--- config.mk ---
export PLATFORM = sky130hd
export DESIGN_NAME = commit_trace_unit_flat
export DESIGN_NICKNAME = d
export VERILOG_FILES = /design/src/rtl/commit_trace_unit_if.sv /design/src/rtl/commit_trace_unit.sv /design/src/flat_wrapper.sv
export SDC_FILE = /design/constraint.sdc
export NUM_CORES = 1
export LEC_CHECK = 0
export CORE_AREA = 2 2 242 244
export CTS_BUF_LIST = sky130_fd_sc_hd__clkbuf_8
export DETAILED_ROUTE_END_ITERATION = 12
export DIE_AREA = 0 0 244 246
export GPL_TIMING_DRIVEN = 0
export PLACE_DENSITY = 0.71
export REMOVE_ABC_BUFFERS = 1
export SETUP_SLACK_MARGIN = 0.15
export SLEW_MARGIN = 15
export SYNTH_ARGS = -nofsm -noshare
export SYNTH_HDL_FRONTEND = slang
export SYNTH_SLANG_ARGS = --single-unit
--- constraint.sdc ---
create_clock -name clk -period 3.3 [get_ports clk]
set_input_delay 0.66 -clock clk [delete_from_list [all_inputs] [get_ports clk]]
set_output_delay 0.66 -clock clk [all_outputs]
set_load 0.02 [all_outputs]
--- src/rtl/commit_trace_unit_if.sv ---
// Commit-side and trace-side signals of the commit trace unit.
// The master drives the commit stream and the trace_ready back-pressure.
// The slave (the trace unit) returns the head trace record.
interface commit_trace_unit_if #(
  parameter int DATA_W = 16,
  parameter int ADDR_W = 16,
  parameter int REG_W  = 4
) ();

  localparam int REC_W = 4 + 3 * DATA_W + REG_W + ADDR_W;

  logic [DATA_W-1:0] pc;
  logic              reg_write;
  logic [REG_W-1:0]  reg_dest;
  logic [DATA_W-1:0] wb_data;
  logic              mem_read;
  logic              mem_write;
  logic [ADDR_W-1:0] mem_addr;
  logic [DATA_W-1:0] mem_data;
  logic              hlt;
  logic              trace_ready;
  logic              trace_valid;
  logic [REC_W-1:0]  trace_data;

  modport master (
    output pc, reg_write, reg_dest, wb_data, mem_read, mem_write,
           mem_addr, mem_data, hlt, trace_ready,
    input  trace_valid, trace_data
  );

  modport slave (
    input  pc, reg_write, reg_dest, wb_data, mem_read, mem_write,
           mem_addr, mem_data, hlt, trace_ready,
    output trace_valid, trace_data
  );

endinterface

--- src/rtl/commit_trace_unit.sv ---
// Commit trace unit: counts RUN cycles and retired instructions, stops on
// halt or on the cycle-limit watchdog, and buffers one trace record per
// committing cycle in a FIFO that is drained through a valid/ready port.
module commit_trace_unit #(
  parameter int DATA_W      = 16,
  parameter int ADDR_W      = 16,
  parameter int REG_W       = 4,
  parameter int DEPTH       = 8,
  parameter int CNT_W       = 32,
  parameter int CYCLE_LIMIT = 100000
) (
  input  logic                 clk,
  input  logic                 rst_n,
  commit_trace_unit_if.slave   bus,
  output logic [CNT_W-1:0]     cycle_count,
  output logic [CNT_W-1:0]     inst_count,
  output logic [CNT_W-1:0]     drop_count,
  output logic                 halted,
  output logic                 timeout,
  output logic                 done
);

  localparam int REC_W = 4 + 3 * DATA_W + REG_W + ADDR_W;
  localparam int IDX_W = $clog2(DEPTH);
  localparam int PTR_W = IDX_W + 1;
  localparam logic [CNT_W-1:0] CNT_ONE  = CNT_W'(1);
  localparam logic [CNT_W-1:0] CNT_MAX  = {CNT_W{1'b1}};
  localparam logic [CNT_W-1:0] LIMIT    = CNT_W'(CYCLE_LIMIT);
  localparam logic [PTR_W-1:0] PTR_ONE  = PTR_W'(1);
  localparam logic             WD_EN    = (CYCLE_LIMIT != 0);

  typedef enum logic [1:0] {
    ST_RUN  = 2'b00,
    ST_STOP = 2'b01,
    ST_DONE = 2'b10
  } state_e;

  state_e            state_q;
  logic              halted_q;
  logic              timeout_q;
  logic              done_q;

  logic [CNT_W-1:0]  cycle_cnt_q, cycle_cnt_d;
  logic [CNT_W-1:0]  inst_cnt_q,  inst_cnt_d;
  logic [CNT_W-1:0]  drop_cnt_q,  drop_cnt_d;
  logic [PTR_W-1:0]  wptr_q, wptr_d;
  logic [PTR_W-1:0]  rptr_q, rptr_d;
  logic [REC_W-1:0]  mem_q [DEPTH];
  logic [REC_W-1:0]  mem_d [DEPTH];

  logic              run_s;
  logic              empty_s;
  logic              full_s;
  logic [3:0]        kind_s;
  logic              capture_s;
  logic              pop_s;
  logic              push_s;
  logic              drop_s;
  logic              retire_s;
  logic              stop_hlt_s;
  logic              stop_wd_s;
  logic [REC_W-1:0]  rec_s;

  // Pointers carry one extra wrap bit so full and empty are distinguishable.
  assign empty_s   = (wptr_q == rptr_q);
  assign full_s    = (wptr_q[IDX_W] != rptr_q[IDX_W]) &&
                     (wptr_q[IDX_W-1:0] == rptr_q[IDX_W-1:0]);

  assign run_s     = (state_q == ST_RUN);
  assign kind_s    = {bus.hlt, bus.mem_write, bus.mem_read, bus.reg_write};
  assign capture_s = run_s && (kind_s != 4'b0000);
  assign pop_s     = !empty_s && bus.trace_ready;
  // A full FIFO still accepts a record when the head leaves in the same cycle.
  assign push_s    = capture_s && (!full_s || pop_s);
  assign drop_s    = capture_s && full_s && !pop_s;
  assign retire_s  = bus.hlt | bus.reg_write | bus.mem_write;
  assign rec_s     = {kind_s, bus.pc, bus.reg_dest, bus.wb_data,
                      bus.mem_addr, bus.mem_data};

  // Halt wins over the watchdog when both hit on the same cycle.
  assign stop_hlt_s = run_s && bus.hlt;
  assign stop_wd_s  = run_s && !bus.hlt && WD_EN &&
                      ((cycle_cnt_q + CNT_ONE) == LIMIT);

  assign bus.trace_valid = !empty_s;
  assign bus.trace_data  = empty_s ? {REC_W{1'b0}} : mem_q[rptr_q[IDX_W-1:0]];

  assign cycle_count = cycle_cnt_q;
  assign inst_count  = inst_cnt_q;
  assign drop_count  = drop_cnt_q;
  assign halted      = halted_q;
  assign timeout     = timeout_q;
  assign done        = done_q;

  // Next-state of counters, FIFO pointers and FIFO storage.
  always_comb begin
    cycle_cnt_d = cycle_cnt_q;
    inst_cnt_d  = inst_cnt_q;
    drop_cnt_d  = drop_cnt_q;
    wptr_d      = wptr_q;
    rptr_d      = rptr_q;
    mem_d       = mem_q;

    if (run_s) begin
      cycle_cnt_d = cycle_cnt_q + CNT_ONE;
      if (retire_s) begin
        inst_cnt_d = inst_cnt_q + CNT_ONE;
      end else begin
        inst_cnt_d = inst_cnt_q;
      end
    end else begin
      cycle_cnt_d = cycle_cnt_q;
      inst_cnt_d  = inst_cnt_q;
    end

    if (drop_s && (drop_cnt_q != CNT_MAX)) begin
      drop_cnt_d = drop_cnt_q + CNT_ONE;
    end else begin
      drop_cnt_d = drop_cnt_q;
    end

    if (push_s) begin
      mem_d[wptr_q[IDX_W-1:0]] = rec_s;
      wptr_d                   = wptr_q + PTR_ONE;
    end else begin
      wptr_d = wptr_q;
    end

    if (pop_s) begin
      rptr_d = rptr_q + PTR_ONE;
    end else begin
      rptr_d = rptr_q;
    end
  end

  // Counter, pointer and storage registers.
  always_ff @(posedge clk or negedge rst_n) begin
    if (!rst_n) begin
      cycle_cnt_q <= {CNT_W{1'b0}};
      inst_cnt_q  <= {CNT_W{1'b0}};
      drop_cnt_q  <= {CNT_W{1'b0}};
      wptr_q      <= {PTR_W{1'b0}};
      rptr_q      <= {PTR_W{1'b0}};
      mem_q       <= '{default: {REC_W{1'b0}}};
    end else begin
      cycle_cnt_q <= cycle_cnt_d;
      inst_cnt_q  <= inst_cnt_d;
      drop_cnt_q  <= drop_cnt_d;
      wptr_q      <= wptr_d;
      rptr_q      <= rptr_d;
      mem_q       <= mem_d;
    end
  end

  // Run/stop/done sequencer with registered halted, timeout and done flags.
  always_ff @(posedge clk or negedge rst_n) begin
    if (!rst_n) begin
      state_q   <= ST_RUN;
      halted_q  <= 1'b0;
      timeout_q <= 1'b0;
      done_q    <= 1'b0;
    end else begin
      case (state_q)
        ST_RUN: begin
          if (stop_hlt_s) begin
            state_q  <= ST_STOP;
            halted_q <= 1'b1;
          end else if (stop_wd_s) begin
            state_q   <= ST_STOP;
            timeout_q <= 1'b1;
          end else begin
            state_q <= ST_RUN;
          end
        end
        ST_STOP: begin
          if (empty_s) begin
            state_q <= ST_DONE;
            done_q  <= 1'b1;
          end else begin
            state_q <= ST_STOP;
          end
        end
        ST_DONE: begin
          state_q <= ST_DONE;
          done_q  <= 1'b1;
        end
        default: begin
          state_q <= ST_RUN;
          done_q  <= 1'b0;
        end
      endcase
    end
  end

endmodule

--- src/flat_wrapper.sv ---
// flat-port wrapper written by rule: the top's interface ports become plain ports
module commit_trace_unit_flat 
#(
  parameter int DATA_W      = 16,
  parameter int ADDR_W      = 16,
  parameter int REG_W       = 4,
  parameter int DEPTH       = 8,
  parameter int CNT_W       = 32,
  parameter int CYCLE_LIMIT = 100000
)
  (clk, rst_n, cycle_count, inst_count, drop_count, halted, timeout, done, bus_pc, bus_reg_write, bus_reg_dest, bus_wb_data, bus_mem_read, bus_mem_write, bus_mem_addr, bus_mem_data, bus_hlt, bus_trace_ready, bus_trace_valid, bus_trace_data);
  commit_trace_unit_if #(.DATA_W(DATA_W), .ADDR_W(ADDR_W), .REG_W(REG_W)) bus_i ();
  input  logic clk;
  input  logic rst_n;
  output logic [CNT_W-1:0] cycle_count;
  output logic [CNT_W-1:0] inst_count;
  output logic [CNT_W-1:0] drop_count;
  output logic halted;
  output logic timeout;
  output logic done;
  input wire logic [$bits(bus_i.pc)-1:0] bus_pc;
  input wire logic [$bits(bus_i.reg_write)-1:0] bus_reg_write;
  input wire logic [$bits(bus_i.reg_dest)-1:0] bus_reg_dest;
  input wire logic [$bits(bus_i.wb_data)-1:0] bus_wb_data;
  input wire logic [$bits(bus_i.mem_read)-1:0] bus_mem_read;
  input wire logic [$bits(bus_i.mem_write)-1:0] bus_mem_write;
  input wire logic [$bits(bus_i.mem_addr)-1:0] bus_mem_addr;
  input wire logic [$bits(bus_i.mem_data)-1:0] bus_mem_data;
  input wire logic [$bits(bus_i.hlt)-1:0] bus_hlt;
  input wire logic [$bits(bus_i.trace_ready)-1:0] bus_trace_ready;
  output wire logic [$bits(bus_i.trace_valid)-1:0] bus_trace_valid;
  output wire logic [$bits(bus_i.trace_data)-1:0] bus_trace_data;
  assign bus_i.pc = bus_pc;
  assign bus_i.reg_write = bus_reg_write;
  assign bus_i.reg_dest = bus_reg_dest;
  assign bus_i.wb_data = bus_wb_data;
  assign bus_i.mem_read = bus_mem_read;
  assign bus_i.mem_write = bus_mem_write;
  assign bus_i.mem_addr = bus_mem_addr;
  assign bus_i.mem_data = bus_mem_data;
  assign bus_i.hlt = bus_hlt;
  assign bus_i.trace_ready = bus_trace_ready;
  assign bus_trace_valid = bus_i.trace_valid;
  assign bus_trace_data = bus_i.trace_data;
  commit_trace_unit #(.DATA_W(DATA_W), .ADDR_W(ADDR_W), .REG_W(REG_W), .DEPTH(DEPTH), .CNT_W(CNT_W), .CYCLE_LIMIT(CYCLE_LIMIT)) u_core (.clk(clk), .rst_n(rst_n), .bus(bus_i), .cycle_count(cycle_count), .inst_count(inst_count), .drop_count(drop_count), .halted(halted), .timeout(timeout), .done(done));
endmodule
Yosys cells after proc, flatten, opt, wreduce, memory -nomap -nowiden. Cells that the tools add are included.

ROM bits: 0. Flip-flop bits (word level): 685. Memories kept: 0. Word-level logic and storage cells: 74. Output and inout port bits: 172. RAM bits: 0. Input port bits: 75. Bits in latches: 0.

Multipliers: 0. $add $sub $neg: 5. Equality and inequality tests: 8. Divide/modulo/power cells: 0. Reduce and logical (&&, ||, !) cells: 22. Magnitude comparators: 3. Bitwise operators: 6. Mux-type cells: 13. Shift-type cells: 0.

Operator list (count): $bwmux W576 (1); $mux W72 (4); $bmux W72 S3 (1); $demux W72 S3 (1); $add A32 B1 Y32 const B (3); $eq A32 B17 Y1 const B (1); $ne A32 B32 Y1 const B (1); $logic_and A1 B1 Y1 (11); $add A4 B1 Y4 const B (2); $ge A4 B4 Y1 const B (2); $not A3 Y4 (2); $pmux W2 S3 (1); $reduce_and A2 Y1 (3); $eq A4 B4 Y1 (1); $logic_not A1 Y1 (4); $lt A4 B1 Y1 const B (1); $mux W2 (2); $reduce_bool A4 Y1 (1); $eq A3 B3 Y1 (1); $pmux W1 S3 (1); $reduce_and A3 Y1 (1); $eq A2 B1 Y1 const B (1); $eq A2 B2 Y1 const B (1); $logic_not A2 Y1 (1); 6 further kinds (9).

Logic depth before layout (Yosys ltp). Gate-level depths: netlist of the first run.

Depth after elaboration: 6. Gate-level depth with buffers: 10. Mapped depth without buffers: 9.

Worst setup path after synthesis of the first run. No wires, ideal clock.

Kind: register to output. Start point: register u_core.rptr_q[0]. End point: output port bus_trace_data[35]. Path buffers: 3. Data required time: 2640 ps. Arrival: 2061 ps. Stages on the path, launching flop included: 7. Path slack: 579 ps. Path through: dfrtp_1 clkbuf_1 clkbuf_1 buf_1 mux4_2 mux2i_1 nor2_1.

Word-level cells in the longest chain between the ends: 5. Elaborated cells between the ends (all ways): 6. Classes of those cells: eq/ne: 1; mux: 4; bitwise: 1.

RTL lines: start: declaration (RTL line commit_trace_unit.sv:47) `logic [PTR_W-1:0] rptr_q, rptr_d;`; start signal: assignment (RTL line commit_trace_unit.sv:143) `rptr_q <= {PTR_W{1'b0}};`; start signal: assignment (RTL line commit_trace_unit.sv:150) `rptr_q <= rptr_d;`; $not A3 Y4 (not written as such) (RTL line commit_trace_unit.sv:86) `assign bus.trace_data = empty_s ? {REC_W{1'b0}} : mem_q[rptr_q[IDX_W-1:0]];`; $bmux W72 S3 (RTL line commit_trace_unit.sv:86); $mux W72 (not written as such) (2 in a row) (RTL line commit_trace_unit.sv:86); $mux W72 (*) (RTL line commit_trace_unit.sv:86); end: declaration (RTL line flat_wrapper.sv:32) `output wire logic [$bits(bus_i.trace_data)-1:0] bus_trace_data;`.

Every way passes the cells marked *; elsewhere a longest branch is shown, timed or not. The select of a mux whose other input is x is not followed.

Worst setup path after layout of the first run.
Start point: register u_core.rptr_q[0]. End point: output port bus_trace_data[71].

Same word-level chain as after synthesis.

==> impl_metrics.env, run 1 <==
export IMPL_status="finished, violations left"
export IMPL_violations="negative setup slack"
export IMPL_power_uw=42200
export IMPL_rsz0062_at_grt="yes"
export IMPL_slew_headroom=0.604
export IMPL_fin_crit_sh=1.02
export IMPL_start_kind="register"
export IMPL_seq_area_frac_synth=0.548
export IMPL_io_pins=247
export IMPL_cts_sinks=685
export IMPL_fp_dieArea_um2=60000
export IMPL_wire_per_inst_um=23.2
export IMPL_synth_warnings=0
export IMPL_dieHeight_um=246
export IMPL_slew_violations=0
export IMPL_clkTransAtPathRegs_ns=0.07
export IMPL_rows=88
export IMPL_dr_first_iter_drc_count=1116
export IMPL_clk_latency_ns=0.71
export IMPL_die_w_um=244
export IMPL_ys_seq_elements=685
export IMPL_via_count=19400
export IMPL_grt_max_degree=113
export IMPL_fillers=3929
export IMPL_netlist_area_um2=31300
export IMPL_fmax_ghz=0.296
export IMPL_cp_num_buf_inv=6
export IMPL_core_area_um2=57400
export IMPL_p_leak_uw=0.0171
export IMPL_worst_slack_ns=-0.0810
export IMPL_avgViaCountPerCell=5.79
export IMPL_area_delta_synth_final_pct=26.1
export IMPL_drive_gt1_frac=0.433
export IMPL_cp_required_ns=2.64
export IMPL_start_util=0.545
export IMPL_synth_ff_type="dfrtp_1"
export IMPL_htreeDepth=3
export IMPL_critPathCaptureType="output pin"
export IMPL_firstDrtPassIters=5
export IMPL_skew_ns=0.0224
export IMPL_setup_viol=15
export IMPL_hold_class="register to register"
export IMPL_drv_cap=0
export IMPL_cts_max_path_buffers=3
export IMPL_fin_crit_ns=3.38
export IMPL_tritoncts="yes"
export IMPL_cp_max_fo=6
export IMPL_tightest_slew_ns=0.594
export IMPL_cts_root_buf="clkbuf_8"
export IMPL_port_buffers=246
export IMPL_antenna_found_initial=10
export IMPL_path_class="register to output pin"
export IMPL_grt_pass1_vias=21000
export IMPL_fin_nets=2583
export IMPL_grt_pass1_wl_mm=122
export IMPL_synthArstFlopShare=1.00
export IMPL_antenna_left=0
export IMPL_fin_setup_tns_ns=-0.498
export IMPL_max_stage_delay_ns=0.51
export IMPL_avgSynthCellArea_um2=15.0
export IMPL_yosysUniqueCellTypes=54
export IMPL_finalHoldViolations=0
export IMPL_numCtsBuffers=114
export IMPL_cp_cell_sequence="buf_12 > buf_16 > buf_8 > buf_16 > buf_12 > mux4_2 > mux2i_2 > nor2_2 > buf_6"
export IMPL_synth_edf_count=0
export IMPL_cpMaxStageDelayCell="dfrtp_4"
export IMPL_hpwl_mm=47.4
export IMPL_critPathTopFamily="buffers and inverters"
export IMPL_grt_total_usage=0.265
export IMPL_power_density_nw_per_um2=1070
export IMPL_synthCells=2081
export IMPL_r2r_slack_ns=0.21
export IMPL_place_gp_congestion=0.831
export IMPL_finalWirelength_mm=78.0
export IMPL_preCtsSetupSlack_ns=-1.12
export IMPL_drc_errors=0
export IMPL_arrival_ns=2.72
export IMPL_vdd_drop_max_mv=0.727
export IMPL_grt_overflow=0
-- path summary, 6_finish.rpt --
| check | start | endpoint | depth (start not counted) |
|---|---|---|---|
| setup reg to reg | u_core.rptr_q[0] | u_core.mem_q[406] | 12 |
| hold reg to reg | u_core.inst_count[31] | u_core.inst_count[31] | 1 |
| hold / removal | u_core.inst_count[31] | u_core.inst_count[31] | 1 |
| setup / recovery | u_core.rptr_q[0] | bus_trace_data[71] | 9 |
| max in group asynchronous | rst_n | u_core.mem_q[551] | 6 |
| min in group asynchronous | rst_n | u_core.mem_q[554] | 2 |
-- final cells by class --
class,instances,area [um2],area share
Multi-Input combinational cell,1258,13600,0.344
Tap cell,765,957,0.0243
Timing Repair Buffer,433,5340,0.135
Clock inverter,50,250,0.00634
Sequential cell,685,17200,0.435
Clock buffer,155,2130,0.0541
Inverter,8,30.0,0.000761
Antenna cell,4,10.0,0.000254
-- registers in the layout, indices dropped and copies added (netlist names) --
name	flops
u_core.inst_count	32
u_core.timeout	1
u_core.done	1
u_core.halted	1
u_core.cycle_count	32
u_core.drop_count	32
u_core.state_q	2
u_core.wptr_q	4
u_core.rptr_q	4
u_core.mem_q	576
-- cell usage in the layout, fill, tap and decap left out, drive strengths merged, types with 15 or more instances in the layout --
| cell | n |
|---|---|
| nor3 | 25 |
| nand4 | 27 |
| nand3 | 40 |
| mux2 | 582 |
| buf | 256 |
| nor2 | 111 |
| xnor2 | 67 |
| mux4 | 144 |
| and3 | 15 |
| clkdlybuf4s50 | 170 |
| nand2 | 49 |
| dfrtp | 685 |
| xor2 | 41 |
| mux2i | 72 |
| inv | 46 |
| clkbuf | 156 |
-- where the power goes --
| part | total [uW] | switching, uW | internal [uW] |
|---|---|---|---|
| registers | 14200 | 2040 | 12200 |
| logic | 20400 | 8890 | 11500 |
| clock network | 7620 | 3390 | 4230 |
-- logic make-up (layout without fill, tap and decap cells) --
| kind of cell | Yosys count | in the layout | synth area share |
|---|---|---|---|
| adder cells (fa/ha/maj) | 8 | 8 | 0.00320 |
| multiplexers | 798 | 798 | 0.336 |
| other | 0 | 4 | 0 |
| AND/OR/NAND/NOR | 317 | 317 | 0.0515 |
| XOR/XNOR | 108 | 108 | 0.0302 |
| flip-flops | 685 | 685 | 0.548 |
| buffers and inverters | 138 | 646 | 0.0249 |
| AO/OA/AOI/OAI | 27 | 27 | 0.00612 |
-- routing by layer --
metal	share of wire	up-vias	global-route usage
met4	0.021	12	0.0827
met2	0.48	507	0.420
met1	0.44	10300	0.365
li1	-	8516	-
met5	0.00097	-	0
met3	0.056	140	0.0642
-- cells in the mapped netlist (all sizes together) (3+ instances only) --
master    n  area, um2
and4     11       96.3
a21oi     3       15.0
mux4    144       3240
o21ai     5       25.0
xor2     41        359
dfrtp   685      17100
nand3    40        200
and2      4       25.0
and4b     3       30.0
nand2    49        184
o21a      3       22.5
nand2b    6       37.5
nor3     25        158
nand4    27        175
xnor2    67        587
clkbuf   36        135
ha        8        100
mux2    582       6550
nor4      7       43.8
nor2    111        424
a31oi     4       25.0
inv       8       30.0
buf      94        613
mux2i    72        721
nor3b     6       50.1
and3     15       93.8
or3       3       18.8
-- what timing repair did --
| action | 4_1_cts | 5_1_grt |
|---|---|---|
| setup buffers | 62 | 15 |
| pin swaps | 23 | 24 |
| hold endpoints to repair | 60 | 0 |
| gates resized for setup | 432 | 37 |
| cloned | 23 | 1 |
| hold buffers | 1 | 0 |
| setup endpoints to repair | 670 | 107 |
-- metrics by stage --
step	hold slack (ns)	instances	cell area (um2)	utilization
final	0.467	3358	39500	0.688
after global routing	0.490	3357	39500	0.688
after CTS	0.440	3338	39100	0.682
after detailed placement	0.464	3047	35400	0.617
after global placement	0.462	2962	34000	0.592
after floorplan	0.364	1951	30500	-
Note: power is estimated with default switching activity, not from simulation.
==> run 2: changes to the inputs <==
Settings changed: PLACE_DENSITY 0.71 to unset, PLACE_DENSITY_LB_ADDON set to 0.12.
==> impl_metrics.env, run 2 (same netlist as run 1, synthesis figures left out) <==
export IMPL_internal_power_uw=29400
export IMPL_tightest_slew_ns=0.603
export IMPL_final_util=0.703
export IMPL_firstDrtPassIters=5
export IMPL_via_count=19600
export IMPL_fp_dieArea_um2=60000
export IMPL_place_inst=3052
export IMPL_start_kind="register"
export IMPL_skew_ns=0.0297
export IMPL_fin_crit_ns=3.33
export IMPL_cp_max_fo=7
export IMPL_power_uw=44600
export IMPL_grt_max_degree=110
export IMPL_vdd_drop_max_mv=0.643
export IMPL_drc_errors=0
export IMPL_hold_depth=1
export IMPL_largest_register="u_core.mem_q"
export IMPL_grt_overflow=0
export IMPL_rr_worst_depth=13
export IMPL_largest_reg_flops=576
export IMPL_htreeDepth=3
export IMPL_start_util=0.545
export IMPL_grt_pass1_vias=21000
export IMPL_drive_gt1_frac=0.453
export IMPL_dieHeight_um=246
export IMPL_preCtsSetupSlack_ns=-1.28
export IMPL_area_delta_synth_final_pct=28.9
export IMPL_critPathCaptureType="output pin"
export IMPL_fmax_ghz=0.300
export IMPL_hold_worst_slack_ns=0.470
export IMPL_min_from="u_core.halted"
export IMPL_cp_required_ns=2.64
export IMPL_p_leak_uw=0.0173
export IMPL_violations="negative setup slack"
export IMPL_cts_sinks=685
export IMPL_slew_violations=0
export IMPL_slew_headroom=0.597
export IMPL_grt_total_usage=0.271
export IMPL_r2r_slack_ns=0.23
export IMPL_power_switching_uw=15200
export IMPL_core_area_um2=57400
export IMPL_hold_class="register to register"
export IMPL_rsz0062_at_grt="yes"
export IMPL_port_buffers=246
export IMPL_place_gp_congestion=0.804
export IMPL_power_density_nw_per_um2=1100
export IMPL_antenna_left=0
export IMPL_arrival_ns=2.67
export IMPL_dr_first_iter_drc_count=1153
export IMPL_path_class="register to output pin"
export IMPL_rr_endpoint="u_core.mem_q[445]"
export IMPL_pwr_share_clk=0.178
export IMPL_io_pins=247
export IMPL_regToRegStartpoint="u_core.rptr_q[2]"
export IMPL_combPwrFrac=0.503
export IMPL_layout_commonest_cell="dfrtp_1"
export IMPL_avgViaCountPerCell=5.85
export IMPL_finalHoldViolations=0
export IMPL_stdcell_count=3357
export IMPL_fin_crit_sh=1.01
export IMPL_setup_viol=12
export IMPL_drv_cap=0
export IMPL_rows=88
export IMPL_grt_pass1_wl_mm=124
export IMPL_tritoncts="yes"
export IMPL_final_cell_mix="dfrtp_1 (681), mux2_2 (494), clkdlybuf4s50_1 (171), clkbuf_8 (153), mux4_2 (144)"
export IMPL_hpwl_mm=48.1
export IMPL_cts_root_buf="clkbuf_8"
export IMPL_numCtsBuffers=112
export IMPL_p_sw_frac=0.341
export IMPL_finalWirelength_mm=80.4
export IMPL_min_to="u_core.halted"
export IMPL_cts_max_path_buffers=3
export IMPL_wire_per_inst_um=24.0
export IMPL_fin_nets=2583
export IMPL_antenna_found_initial=8
export IMPL_die_w_um=244
export IMPL_worst_slack_ns=-0.0330
export IMPL_clk_latency_ns=0.72
export IMPL_clkTransAtPathRegs_ns=0.06
export IMPL_pwr_share_seq=0.319
export IMPL_status="finished, violations left"
==> run 2: timing repair <==
action,CTS,global route
gates resized for setup,480,122
gates cloned,27,6
hold buffers,2,0
setup endpoints to repair,655,456
pin swaps,15,32
setup buffers,51,13
hold endpoints to repair,44,0
==> run 2: through the flow <==
stage          setup TNS (ns)  instance area (um2)
5_1_grt                 -4.21                40300
4_1_cts                -0.841                39600
3_3_place_gp                -                34000
3_5_place_dp          -357.62                35500
2_1_floorplan        -4827.78                30500
6_report               -0.179                40300
==> run 2: cell type report <==
type	count	area, um2
tap	765	957
timing repair buffer	435	5780
inverter	8	33.8
clock inverter	50	345
fill	3792	17000
antenna	3	7.51
sequential	685	17200
clock buffer	153	2110
multi-input combinational	1258	13900
==> run 2: how the worst max path moves through the flow <==
stage	from	to	slack, ns
CTS	u_core.rptr_q[2]	bus_trace_data[5]	-0.05
global placement	rst_n	u_core.mem_q[113]	-27.46
detailed placement	bus_hlt	u_core.mem_q[169]	-1.28
global route	u_core.rptr_q[0]	bus_trace_data[65]	-0.12
finish	u_core.rptr_q[0]	bus_trace_data[50]	-0.03
floorplan	u_core.rptr_q[0]	u_core.mem_q[360]	-9.22
==> run 2: worst max-delay path, stage by stage (launching register included) <==
cell,delay (ns)
dfrtp_4,0.52
buf_16,0.18
buf_12,0.15
buf_16,0.14
buf_12,0.13
mux4_2,0.41
mux2i_1,0.19
nor2_2,0.08
buf_6,0.13
==> run 2: power groups by stage <==
| stage | Combinational [uW] | Clock [uW] | Sequential [uW] |
|---|---|---|---|
| 2_1_floorplan | 10800 | 0 | 14300 |
| 3_3_place_gp | 14000 | 0 | 14700 |
| 3_5_place_dp | 17600 | 0 | 14500 |
| 4_1_cts | 20800 | 8070 | 14100 |
| 5_1_grt | 23600 | 8490 | 14600 |
| 6_report | 22400 | 7930 | 14200 |
==> run 2: routing by layer <==
metal | global-route usage | wire, um | vias up
li1 | - | - | 8515
met1 | 0.384 | 35800 | 10400
met2 | 0.425 | 38200 | 556
met3 | 0.0596 | 4460 | 140
met4 | 0.0820 | 1860 | 10
met5 | 0 | 65 | -
